$ cat config.mk
export PLATFORM = sky130hd
export DESIGN_NAME = contador_ctrl_flat
export DESIGN_NICKNAME = d
export VERILOG_FILES = /design/src/rtl/contador_ctrl_if.sv /design/src/rtl/contador_ctrl.sv /design/src/flat_wrapper.sv
export SDC_FILE = /design/constraint.sdc
export NUM_CORES = 1
export LEC_CHECK = 0
export CAP_MARGIN = 20
export CORE_UTILIZATION = 50
export DETAILED_ROUTE_END_ITERATION = 10
export PLACE_DENSITY_LB_ADDON = 0.1
export SLEW_MARGIN = 0
export SYNTH_ARGS = -nofsm -noshare
export SYNTH_HDL_FRONTEND = slang
export SYNTH_SLANG_ARGS = --single-unit
$ cat constraint.sdc
create_clock -name clk -period 6.5 [get_ports clk]
set_clock_uncertainty 0.2 [all_clocks]
set_input_delay 0.975 -clock clk [delete_from_list [all_inputs] [get_ports clk]]
set_output_delay 0.975 -clock clk [all_outputs]
set_load 0.05 [all_outputs]
$ cat src/rtl/contador_ctrl_if.sv
// Data stream and read-port signals shared between the word source
// (probador / host) and the contador_ctrl class-counter controller.
interface contador_ctrl_if #(
  parameter int COUNT_W = 5
);
  logic               valid_in;
  logic [9:0]         data_in;
  logic               req;
  logic [1:0]         idx;
  logic [COUNT_W-1:0] count_out;
  logic               valid_out;

  // Side that drives words and read requests
  modport master (
    output valid_in, data_in, req, idx,
    input  count_out, valid_out
  );

  // Counter controller side
  modport slave (
    input  valid_in, data_in, req, idx,
    output count_out, valid_out
  );
endinterface

$ cat src/rtl/contador_ctrl.sv
// Sequencer for the four per-class word counters of the packet datapath.
// Runs the RESET/INIT/IDLE/ACTIVE phases, counts each valid word into the
// counter chosen by data_in[9:8], and serves a one-cycle-latency read port.
module contador_ctrl #(
  parameter int COUNT_W  = 5,
  parameter int IDLE_GAP = 4
) (
  input  logic             clk,
  input  logic             reset,
  input  logic             init,
  contador_ctrl_if.slave   bus,
  output logic             idle,
  output logic [3:0]       state
);

  typedef enum logic [3:0] {
    ST_RESET  = 4'b0001,
    ST_INIT   = 4'b0010,
    ST_IDLE   = 4'b0100,
    ST_ACTIVE = 4'b1000
  } state_t;

  // Gap counter is 4 bits wide, enough for IDLE_GAP up to 15
  localparam logic [3:0] GAP_LIMIT = 4'(IDLE_GAP);

  state_t             state_reg, state_next;
  logic [3:0]         gap_reg, gap_next;
  logic [3:0]         gap_inc;
  logic               count_en;
  logic               clear_cnt;
  logic               read_en;
  logic [1:0]         class_sel;
  logic [3:0]         hit;
  logic [COUNT_W-1:0] cnt_reg [4];
  logic [COUNT_W-1:0] count_out_reg;
  logic               valid_out_reg;

  assign class_sel = bus.data_in[9:8];
  assign gap_inc   = gap_reg + 4'd1;

  // State and gap counter registers
  always_ff @(posedge clk or posedge reset) begin
    if (reset) begin
      state_reg <= ST_RESET;
      gap_reg   <= 4'd0;
    end else begin
      state_reg <= state_next;
      gap_reg   <= gap_next;
    end
  end

  // Next-state, gap tracking, count and read enables; init wins over all else
  always_comb begin
    state_next = state_reg;
    gap_next   = gap_reg;
    count_en   = 1'b0;
    clear_cnt  = 1'b0;
    read_en    = 1'b0;
    case (state_reg)
      ST_RESET: begin
        state_next = ST_INIT;
        gap_next   = 4'd0;
      end
      ST_INIT: begin
        clear_cnt = 1'b1;
        gap_next  = 4'd0;
        if (!init) state_next = ST_IDLE;
      end
      ST_IDLE: begin
        read_en  = bus.req;
        gap_next = 4'd0;
        if (init) begin
          state_next = ST_INIT;
          clear_cnt  = 1'b1;
        end else if (bus.valid_in) begin
          state_next = ST_ACTIVE;
          count_en   = 1'b1;
        end
      end
      ST_ACTIVE: begin
        read_en = bus.req;
        if (init) begin
          state_next = ST_INIT;
          clear_cnt  = 1'b1;
          gap_next   = 4'd0;
        end else if (bus.valid_in) begin
          count_en = 1'b1;
          gap_next = 4'd0;
        end else if (gap_inc == GAP_LIMIT) begin
          state_next = ST_IDLE;
          gap_next   = 4'd0;
        end else begin
          gap_next = gap_inc;
        end
      end
      default: begin
        state_next = ST_RESET;
        gap_next   = 4'd0;
      end
    endcase
  end

  // One-hot increment strobe per class counter
  generate
    for (genvar gi = 0; gi < 4; gi++) begin : g_hit
      assign hit[gi] = count_en && (class_sel == 2'(gi));
    end
  endgenerate

  // Class counters: cleared in INIT, wrap modulo 2^COUNT_W when counting
  always_ff @(posedge clk or posedge reset) begin
    if (reset) begin
      for (int i = 0; i < 4; i++) cnt_reg[i] <= '0;
    end else begin
      for (int i = 0; i < 4; i++) begin
        if (clear_cnt)   cnt_reg[i] <= '0;
        else if (hit[i]) cnt_reg[i] <= cnt_reg[i] + COUNT_W'(1);
      end
    end
  end

  // Read port: samples the pre-increment count, valid_out pulses per accepted req
  always_ff @(posedge clk or posedge reset) begin
    if (reset) begin
      count_out_reg <= '0;
      valid_out_reg <= 1'b0;
    end else begin
      valid_out_reg <= read_en;
      if (read_en) count_out_reg <= cnt_reg[bus.idx];
    end
  end

  assign bus.count_out = count_out_reg;
  assign bus.valid_out = valid_out_reg;
  assign idle          = (state_reg == ST_IDLE);
  assign state         = state_reg;

endmodule
$ cat src/flat_wrapper.sv
// flat-port wrapper written by rule: the top's interface ports become plain ports
module contador_ctrl_flat 
#(
  parameter int COUNT_W  = 5,
  parameter int IDLE_GAP = 4
)
  (clk, reset, init, idle, state, bus_valid_in, bus_data_in, bus_req, bus_idx, bus_count_out, bus_valid_out);
  contador_ctrl_if #(.COUNT_W(COUNT_W)) bus_i ();
  input  logic clk;
  input  logic reset;
  input  logic init;
  output logic idle;
  output logic [3:0] state;
  input wire logic [$bits(bus_i.valid_in)-1:0] bus_valid_in;
  input wire logic [$bits(bus_i.data_in)-1:0] bus_data_in;
  input wire logic [$bits(bus_i.req)-1:0] bus_req;
  input wire logic [$bits(bus_i.idx)-1:0] bus_idx;
  output wire logic [$bits(bus_i.count_out)-1:0] bus_count_out;
  output wire logic [$bits(bus_i.valid_out)-1:0] bus_valid_out;
  assign bus_i.valid_in = bus_valid_in;
  assign bus_i.data_in = bus_data_in;
  assign bus_i.req = bus_req;
  assign bus_i.idx = bus_idx;
  assign bus_count_out = bus_i.count_out;
  assign bus_valid_out = bus_i.valid_out;
  contador_ctrl #(.COUNT_W(COUNT_W), .IDLE_GAP(IDLE_GAP)) u_core (.clk(clk), .reset(reset), .init(init), .bus(bus_i), .idle(idle), .state(state));
endmodule
==> results of run 1 <==
## how the worst min path moves through the flow
stage / startpoint / endpoint / slack [ns] / cells after the start
CTS: u_core.bus.count_out[0] / u_core.bus.count_out[0] / 0.32 / 1
global placement: u_core.bus.count_out[2] / u_core.bus.count_out[2] / 0.29 / 1
global route: u_core.bus.count_out[4] / u_core.bus.count_out[4] / 0.33 / 1
detailed placement: u_core.bus.count_out[0] / u_core.bus.count_out[0] / 0.30 / 1
floorplan: u_core.cnt_reg[9] / u_core.cnt_reg[9] / 0.31 / 2
finish: u_core.bus.count_out[4] / u_core.bus.count_out[4] / 0.31 / 1
## cell usage after synthesis
master / n / area share, %
a211oi_1: 1 / 0.41
a21o_1: 2 / 0.82
a21oi_1: 7 / 1.9
a311o_1: 1 / 0.55
and3_1: 2 / 0.68
buf_2: 1 / 0.27
buf_6: 1 / 0.61
clkbuf_1: 5 / 1.0
dfrtp_1: 33 / 45
dfstp_2: 1 / 1.4
ha_1: 6 / 4.1
inv_1: 5 / 1.0
mux2_2: 5 / 3.1
mux2i_1: 4 / 2.2
mux4_2: 5 / 6.1
nand2_1: 7 / 1.4
nand3_1: 9 / 2.5
nand3b_1: 1 / 0.41
nand4_1: 7 / 2.4
nand4b_1: 4 / 1.9
nor2_1: 22 / 4.5
nor2_2: 1 / 0.34
nor2b_1: 2 / 0.68
nor3_1: 3 / 0.82
nor3b_1: 1 / 0.41
nor4_1: 5 / 1.7
nor4b_1: 1 / 0.48
nor4b_2: 1 / 0.82
o21ai_0: 7 / 1.9
or2_2: 1 / 0.34
or3_1: 4 / 1.4
or4_4: 1 / 0.61
or4b_1: 1 / 0.55
xnor2_1: 7 / 3.3
xor2_1: 7 / 3.3
xor2_2: 1 / 0.89
## critical path, cell delays in order (launching register included)
cell	delay, ns
dfrtp_1	0.48
nor4b_1	0.31
clkdlybuf4s50_1	0.85
## cells by family after synthesis
kind of cell / after synthesis / synth area share [%]
adders and majority gates: 6 / 4.10
DFF: 34 / 46.5
and+or+nand+nor: 73 / 21.9
xor gates and xnor gates: 15 / 7.58
muxes: 14 / 11.4
buffers and inverters: 12 / 2.94
AOI/OAI and AO/OA: 18 / 5.60
## routing by layer
layer  up-vias  GRT usage [%]  part of all wire (%)
met3         6           5.29                   5.2
met4         0           8.14                   1.5
li1        660              -                     -
met2        37           34.4                    49
met5         -              0                     0
met1       663           27.6                    44
## power groups by stage
stage | Sequential [uW] | Combinational [uW] | Clock [uW]
after floorplan | 272 | 77.2 | 0
after global placement | 251 | 135 | 0
after detailed placement | 252 | 137 | 0
after CTS | 248 | 137 | 111
after global routing | 252 | 148 | 120
final | 248 | 136 | 106
## placed cells by master (no fill, tap or decap), types with 6 or more instances in the layout
cell type        Yosys  routed
ha_1                 6       6
nor2_1              22      22
xnor2_1              7       7
xor2_1               7       7
nand2_1              7       7
o21ai_0              7       7
dfrtp_1             33      33
clkdlybuf4s50_1      0      19
nand3_1              9       9
nand4_1              7       7
a21oi_1              7       6
## area by class of cell
cell class,instances,area [um2],share of cell area (%)
Sequential cell,34,852,40.5
Multi-Input combinational cell,126,931,44.2
Clock buffer,8,48.8,2.32
Timing Repair Buffer,20,198,9.39
Inverter,5,18.8,0.891
Tap cell,46,57.6,2.73
## metrics by stage
step                      setup WS [ns]  power, uW
final                              3.36        490
after global routing               3.22        520
after CTS                          3.33        496
after detailed placement           3.25        389
after global placement             3.29        386
after floorplan                    2.93        349
==> summary.txt, run 1 <==
======================================================================================================
Result of the run ....................................................................... complete, no violations
CTS hold repair buffers .................................................................            0
Worst path arrival time .................................................................      1.96 ns
Number of instances in the synthesized netlist ..........................................          172
DRC violations left .....................................................................            0
Die Outline Area ........................................................................  0.00391 mm2
Global Route Usage Sum ..................................................................        21.3%
Fill cell count .........................................................................          306
Number of ports placed on the die boundary ..............................................           28
Final routed wire length divided by cell count ..........................................      15.2 um
Switching Power .........................................................................       180 uW
Sequential Power Share ..................................................................        50.6%
Worst min-delay path class .............................................................. register to register
Ratio of total power to cell area .......................................................   233 mW/mm2
Via count of the first global-routing pass ..............................................        1,396
Number of vias per cell after detailed routing ..........................................         5.72
Share of the yosys chip area belonging to registers .....................................        46.5%
Actual transition at the worst max-transition pin .......................................     0.879 ns
Endpoint of the most critical register-to-register path ................................. u_core.cnt_reg[5]
Average cell area after synthesis .......................................................     10.7 um2
Unique cell type count in the Yosys netlist .............................................           36
Critical-path maximum fanout ............................................................            8
Remaining global-route overflow .........................................................            0
Largest register FFs ....................................................................           20
Reg2Reg Depth ...........................................................................            4
Fin crit period .........................................................................      3.14 ns
Clock tree from TritonCTS ...............................................................         done
Pin count of the biggest net entering global routing ....................................           35
Hold Vio Cnt, Final .....................................................................            0
Port-buffer cells .......................................................................           19
Worst vdd rail ir drop ..................................................................     0.124 mV
Synthesized flop and latch total ........................................................           34
Nets ....................................................................................          215
CTS Root Buffer Type ....................................................................     clkbuf_4
Layout overhead on the synthesized area .................................................        14.9%
Non-filler cells in the finished layout .................................................          239
Reg2Reg Launch Point .................................................................... u_core.state[2]
CP startpoint ........................................................................... u_core.state[1]
Half-perimeter wire length after placement ..............................................      2700 um
Initial core utilization ................................................................        53.7%
Core Util, Final ........................................................................        61.6%
Slack of the worst reg-to-reg path ......................................................      4.22 ns
Vert. Die Dim ...........................................................................      62.5 um
DRT iter0 DRCs ..........................................................................           53
Part of the total power dissipated in the clock network .................................        21.6%
Count of warnings emitted by yosys ......................................................            0
Slew margin rel. ........................................................................        41.4%
Worst-case clock buffer depth ...........................................................            2
Initial antenna violation count .........................................................            0
Final count of negative-setup-slack endpoints ...........................................            0
Number of vias in the routed layout .....................................................        1,366
Cell area reported after detailed placement .............................................  0.00206 mm2
Crit start category .....................................................................     register
Fraction of final layout cells sized beyond drive strength 1 ............................        11.9%
Post-Place Cells ........................................................................          231
Final cycle utilization of the critical path ............................................        48.3%
Remaining antenna violation count .......................................................            0
Die X-Extent ............................................................................      62.5 um
Switching fraction of total power .......................................................        36.6%
Highest achievable clock rate ...........................................................    0.319 GHz
Clock latency reported for the late side of the worst-skew pair .........................      0.33 ns
Setup repair after global routing missed its margin .....................................        false
Placer's final routability congestion estimate ..........................................        0.779
P_leak ..................................................................................  0.000949 uW
Sum of negative setup slack .............................................................         0 ns
Critical path data required time ........................................................      5.32 ns
Power Internal ..........................................................................       311 uW
Depth of the CTS H-tree .................................................................            2
End of the critical path ................................................................         idle
Total wirelength of the detailed-routed design ..........................................      3630 um
Final count of pins violating max slew ..................................................            0
Cts bufs inserted .......................................................................            5
Antenna Diode Count .....................................................................            0
Setup CP Type ........................................................................... register to primary output
Area of the placeable core ..............................................................  0.00342 mm2
First-pass GRT wire length ..............................................................      6380 um
Minimum hold slack ......................................................................     0.314 ns
Finished Cell Area ......................................................................  0.00211 mm2
Number of sinks driven by the clock tree ................................................           34
Syn Nets ................................................................................          195
Setup repair bufs after CTS .............................................................            0
Power share of the combinational group ..................................................        27.8%
Clock transition at the register clock pins on the worst setup and hold paths after CTS .      0.08 ns
Number of maximum-capacitance violations ................................................            0
FP Rows .................................................................................           21
CTS resizes .............................................................................            0
Combined area of all synthesized cells ..................................................  0.00183 mm2
Kind of end point of the critical path .................................................. primary output
Number of iterations in the first detailed-routing pass .................................            4
======================================================================================================
Power figures use the tool's default switching activity.
==> inputs of run 2 (changes only) <==
clock period = 2.9 ns   (was 6.5 ns; I/O delays follow)
==> summary.txt, run 2 (synthesis results as in run 1) <==
======================================================================================================
Kind of end point of the critical path .................................................. primary output
CTS Root Buffer Type ....................................................................     clkbuf_4
Slew margin rel. ........................................................................        55.2%   +14 points
Ratio of total power to cell area .......................................................   532 mW/mm2   +130%
Smallest setup slack after layout .......................................................     0.320 ns   -3.04 ns
Depth of the CTS H-tree .................................................................            2   unchanged
FP Rows .................................................................................           21   unchanged
Area of the placeable core ..............................................................  0.00342 mm2   unchanged
Clock transition at the register clock pins on the worst setup and hold paths after CTS .      0.10 ns   +0.02 ns
Gr busiest metal ........................................................................         met2
Minimum setup slack after placement .....................................................     0.251 ns   -3.00 ns
Initial antenna violation count .........................................................            0   unchanged
Highest-count cells in the layout ignoring fill and taps ................................ 33 x dfrtp_1, 22 x nor2_1, 19 x clkdlybuf4s50_1
Number of vias in the routed layout .....................................................        1,405   +2.9%
CTS resizes .............................................................................            0   unchanged
Reg2Reg Launch Point .................................................................... u_core.state[1]
Clock latency reported for the late side of the worst-skew pair .........................      0.33 ns   about the same
Number of sinks driven by the clock tree ................................................           34   unchanged
Worst vdd rail ir drop ..................................................................     0.417 mV   +240%
Largest register FFs ....................................................................           20   unchanged
Number of ports placed on the die boundary ..............................................           28   unchanged
Layout overhead on the synthesized area .................................................        16.0%
Port-buffer cells .......................................................................           19   unchanged
Reg2Reg Depth ...........................................................................            4   unchanged
Worst min-delay path class .............................................................. input port to asynchronous set/reset pin
Critical-path maximum fanout ............................................................            8   unchanged
Worst-case clock buffer depth ...........................................................            2   unchanged
Final count of negative-setup-slack endpoints ...........................................            0   unchanged
Result of the run ....................................................................... complete, no violations
Met2 Track Usage GR .....................................................................        33.3%   -1.1 points
Global Route Usage Sum ..................................................................        21.2%   -0.16 points
Nets ....................................................................................          216   +0.47%
Actual transition at the worst max-transition pin .......................................     0.666 ns   -0.212 ns
Hold Vio Cnt, Final .....................................................................            0   unchanged
Pin count of the biggest net entering global routing ....................................           21   -40%
Final routed wire length divided by cell count ..........................................      15.0 um   -1.1%
Vert. Die Dim ...........................................................................      62.5 um   unchanged
Total wirelength of the detailed-routed design ..........................................      3610 um   -0.69%
Cts bufs inserted .......................................................................            5   unchanged
Die Outline Area ........................................................................  0.00391 mm2   unchanged
Met3 Resource Use GR ....................................................................        4.38%   -0.91 points
Final cycle utilization of the critical path ............................................        89.0%
GR Util met1 ............................................................................        29.5%   +1.9 points
Worst path arrival time .................................................................      1.95 ns   about the same
Fin crit period .........................................................................      2.58 ns
First-pass GRT wire length ..............................................................      6400 um   +0.33%
Die X-Extent ............................................................................      62.5 um   unchanged
Setup repair bufs after CTS .............................................................            0   unchanged
Setup repair after global routing missed its margin .....................................        false
Placer's final routability congestion estimate ..........................................        0.738   -5.3%
Number of maximum-capacitance violations ................................................            0   unchanged
Remaining antenna violation count .......................................................            0   unchanged
DRT iter0 DRCs ..........................................................................           81   +53%
DRC violations left .....................................................................            0   unchanged
Crit start category .....................................................................     register
P_leak ..................................................................................  0.000964 uW   +1.6%
CTS hold repair buffers .................................................................            0   unchanged
Setup CP Type ........................................................................... register to primary output
Highest achievable clock rate ...........................................................    0.388 GHz
Fraction of final layout cells sized beyond drive strength 1 ............................        13.4%   +1.5 points
Initial core utilization ................................................................        53.7%   unchanged
Via count of the first global-routing pass ..............................................        1,364   -2.3%
Slack of the worst reg-to-reg path ......................................................      0.72 ns   -3.50 ns
Clock tree from TritonCTS ...............................................................         done
Antenna Diode Count .....................................................................            0   unchanged
Number of iterations in the first detailed-routing pass .................................            4   unchanged
Number of vias per cell after detailed routing ..........................................         5.85   +2.4%
Critical path data required time ........................................................      2.27 ns   -3.05 ns
Core Util, Final ........................................................................        62.3%   +0.62 points
Sum of negative setup slack .............................................................         0 ns   unchanged
Remaining global-route overflow .........................................................            0   unchanged
Half-perimeter wire length after placement ..............................................      2680 um   -0.54%
Most common library cell in the layout ignoring fill and taps ...........................      dfrtp_1
Endpoint of the most critical register-to-register path ................................. u_core.cnt_reg[15]
CP startpoint ........................................................................... u_core.state[1]
Final count of pins violating max slew ..................................................            0   unchanged
======================================================================================================
run 2: critical path: stages, from the launching register on:
cell	delay, ns
dfrtp_1	0.48
nor4b_2	0.28
clkdlybuf4s50_1	0.85
run 2: final cells by class:
class,instances,area [um2]
Fill cell,293,1290
Inverter,5,18.8
Timing Repair Buffer,21,205
Clock buffer,7,55.1
Multi-Input combinational cell,126,933
Sequential cell,34,852
Clock inverter,1,5.00
Tap cell,46,57.6
run 2: where the power goes:
group          switching [uW]  total [uW]  internal, uW
clock                     150         268           117
sequential               48.1         552           504
combinational             208         311           103
total                     406        1130           725
run 2: metrics by stage:
stage               std cells  hold WS (ns)  power, uW  cell area [um2]
floorplan                 172         0.305        786             1840
global placement          232         0.287        868             2070
detailed placement        232         0.297        875             2070
CTS                       240         0.281       1140             2130
global route              240         0.322       1200             2130
finish                    240         0.262       1130             2130
run 2: metal layers:
metal	vias up	wire, um	part of all wire (%)
met5	-	0	0
met4	0	35	0.97
met3	5	175	4.9
met1	699	1650	46
met2	42	1740	48
li1	659	-	-
run 2: worst max-delay path by stage:
stage,end,slack [ns],depth (start not counted)
after detailed placement,u_core.cnt_reg[15],0.25,5
after CTS,idle,0.29,2
after global routing,idle,0.23,2
after global placement,u_core.cnt_reg[15],0.28,5
after floorplan,idle,0.54,1
final,idle,0.32,2
==> inputs of run 3 (changes only) <==
clock period = 2.44 ns   (was 2.9 ns; I/O delays follow)
==> summary.txt, run 3 (synthesis results as in run 1) <==
======================================================================================================
Result of the run ....................................................................... complete, no violations
Part of the total power dissipated in the clock network .................................        23.4%   -0.3 points
FP Rows .................................................................................           21   unchanged
P_leak ..................................................................................  0.000998 uW   +3.6%
Global Route Usage Sum ..................................................................        21.4%   +0.26 points
Die Outline Area ........................................................................  0.00391 mm2   unchanged
Initial core utilization ................................................................        53.7%   unchanged
Clock latency reported for the late side of the worst-skew pair .........................      0.33 ns   about the same
Power Internal ..........................................................................       879 uW   +21%
Reg2Reg Launch Point .................................................................... u_core.state[0]
Highest-count cells in the layout ignoring fill and taps ................................ 33 x dfrtp_1, 22 x nor2_1, 18 x clkdlybuf4s50_1
Pin count of the biggest net entering global routing ....................................           35   +67%
Total wirelength of the detailed-routed design ..........................................      3620 um   +0.33%
Number of sinks driven by the clock tree ................................................           34   unchanged
Slew margin rel. ........................................................................        54.6%   -0.69 points
CTS hold repair buffers .................................................................            0   unchanged
CTS resizes .............................................................................            0   unchanged
Ratio of total power to cell area .......................................................   630 mW/mm2   +18%
Clock transition at the register clock pins on the worst setup and hold paths after CTS .      0.10 ns   about the same
Fraction of final layout cells sized beyond drive strength 1 ............................        16.9%   +3.5 points
Remaining global-route overflow .........................................................            0   unchanged
Number of vias per cell after detailed routing ..........................................         5.62   -4.0%
Antenna Diode Count .....................................................................            0   unchanged
Hold Vio Cnt, Final .....................................................................            0   unchanged
Fin crit period .........................................................................      2.37 ns
Port-buffer cells .......................................................................           19   unchanged
End of the critical path ................................................................     state[0]
Crit start category .....................................................................     register
Clock tree from TritonCTS ...............................................................         done
Final count of pins violating max slew ..................................................            0   unchanged
Area of the placeable core ..............................................................  0.00342 mm2   unchanged
Nets ....................................................................................          223   +3.2%
Maximum cell stage delay along the critical path ........................................      0.83 ns   -0.02 ns
Switching Power .........................................................................       492 uW   +21%
Actual transition at the worst max-transition pin .......................................     0.677 ns   +0.0103 ns
Smallest setup slack after layout .......................................................    0.0727 ns   -0.247 ns
Placer's final routability congestion estimate ..........................................        0.806   +9.2%
Depth of the CTS H-tree .................................................................            2   unchanged
Number of maximum-capacitance violations ................................................            0   unchanged
Via count of the first global-routing pass ..............................................        1,347   -1.2%
Die X-Extent ............................................................................      62.5 um   unchanged
Cell area reported after detailed placement .............................................  0.00212 mm2   +2.4%
Final routed wire length divided by cell count ..........................................      14.6 um   -2.5%
Vert. Die Dim ...........................................................................      62.5 um   unchanged
Design Power ............................................................................      1370 uW   +21%
Cts bufs inserted .......................................................................            5   unchanged
Critical path data required time ........................................................      1.87 ns   -0.40 ns
Number of vias in the routed layout .....................................................        1,388   -1.2%
Remaining antenna violation count .......................................................            0   unchanged
Number of ports placed on the die boundary ..............................................           28   unchanged
Final cycle utilization of the critical path ............................................        97.0%
Setup CP Type ........................................................................... register to primary output
Largest register FFs ....................................................................           20   unchanged
Endpoint of the most critical register-to-register path ................................. u_core.cnt_reg[9]
Final count of negative-setup-slack endpoints ...........................................            0   unchanged
Reg2Reg Depth ...........................................................................            5   +1
Setup repair bufs after CTS .............................................................            0   unchanged
Critical Path Slowest Stage Cell ........................................................ clkdlybuf4s50_1
Finished Cell Area ......................................................................  0.00218 mm2   +2.4%
Power share of the combinational group ..................................................        29.7%   +2.2 points
Worst-case clock buffer depth ...........................................................            2   unchanged
Switching fraction of total power .......................................................        35.9%   -0.054 points
CP startpoint ........................................................................... u_core.state[0]
Worst path arrival time .................................................................      1.80 ns   -0.15 ns
Minimum setup slack after placement .....................................................    0.0666 ns   -0.185 ns
Layout overhead on the synthesized area .................................................        18.8%
Crit-path leading delay family .......................................................... buffers and inverters
Critical-path maximum fanout ............................................................           10   +2
CP bufs+invs ............................................................................            1   unchanged
DRC violations left .....................................................................            0   unchanged
Slack of the worst reg-to-reg path ......................................................      0.42 ns   -0.30 ns
Sum of negative setup slack .............................................................         0 ns   unchanged
Setup repair after global routing missed its margin .....................................        false
Most common library cell in the layout ignoring fill and taps ...........................      dfrtp_1
Worst min-delay path class .............................................................. input port to asynchronous set/reset pin
Half-perimeter wire length after placement ..............................................      2660 um   -0.81%
Kind of end point of the critical path .................................................. primary output
Worst vdd rail ir drop ..................................................................     0.428 mV   +2.7%
Number of iterations in the first detailed-routing pass .................................            4   unchanged
Highest achievable clock rate ...........................................................    0.422 GHz
Logic depth of the worst path, buffers included .........................................            1   -1
Fill cell count .........................................................................          275   -6.1%
Core Util, Final ........................................................................        63.7%   +1.5 points
First-pass GRT wire length ..............................................................      6470 um   +0.97%
CTS Root Buffer Type ....................................................................     clkbuf_4
DRT iter0 DRCs ..........................................................................           83   +2.5%
List of cells traversed by the critical path ............................................ clkdlybuf4s50_1
Sequential Power Share ..................................................................        46.8%   -2.0 points
Initial antenna violation count .........................................................            0   unchanged
======================================================================================================
## run 3: power by group through the flow
| stage | Combinational [uW] | Clock, uW | Sequential (uW) |
|---|---|---|---|
| after floorplan | 208 | 0 | 726 |
| after global placement | 403 | 0 | 650 |
| after detailed placement | 409 | 0 | 652 |
| after CTS | 410 | 332 | 641 |
| after global routing | 442 | 367 | 648 |
| final | 408 | 321 | 642 |
## run 3: layout make-up
class	instances	area, um2	share of cell area, %
clock inverters	1	5.00	0.230
repair buffers	28	255	11.7
flip-flops and latches	34	852	39.1
multi-input cells	126	933	42.9
well taps	46	57.6	2.64
inverters	5	18.8	0.862
clock buffers	7	55.1	2.53
## run 3: worst min path at each step
stage                              end  slack [ns]  depth (start not counted)
6_report       u_core.bus.count_out[2]        0.21                          3
4_1_cts        u_core.bus.count_out[2]        0.22                          3
3_3_place_gp   u_core.bus.count_out[4]        0.29                          1
3_5_place_dp   u_core.bus.count_out[3]        0.29                          1
2_1_floorplan          u_core.state[1]        0.28                          1
5_1_grt           u_core.bus.valid_out        0.24                          3
## run 3: per-layer routing
metal  part of all wire [%]  vias to the layer above  GRT usage [%]
met5                      0                        -              0
met4                    1.2                        0           6.10
met3                    3.6                        6           6.20
met2                     48                       29           33.6
met1                     47                      677           28.9
li1                       -                      676              -
## run 3: metrics by stage
stage | std cells | hold WS, ns
floorplan | 172 | 0.282
global placement | 239 | 0.287
detailed placement | 239 | 0.294
CTS | 247 | 0.222
global route | 247 | 0.237
finish | 247 | 0.211
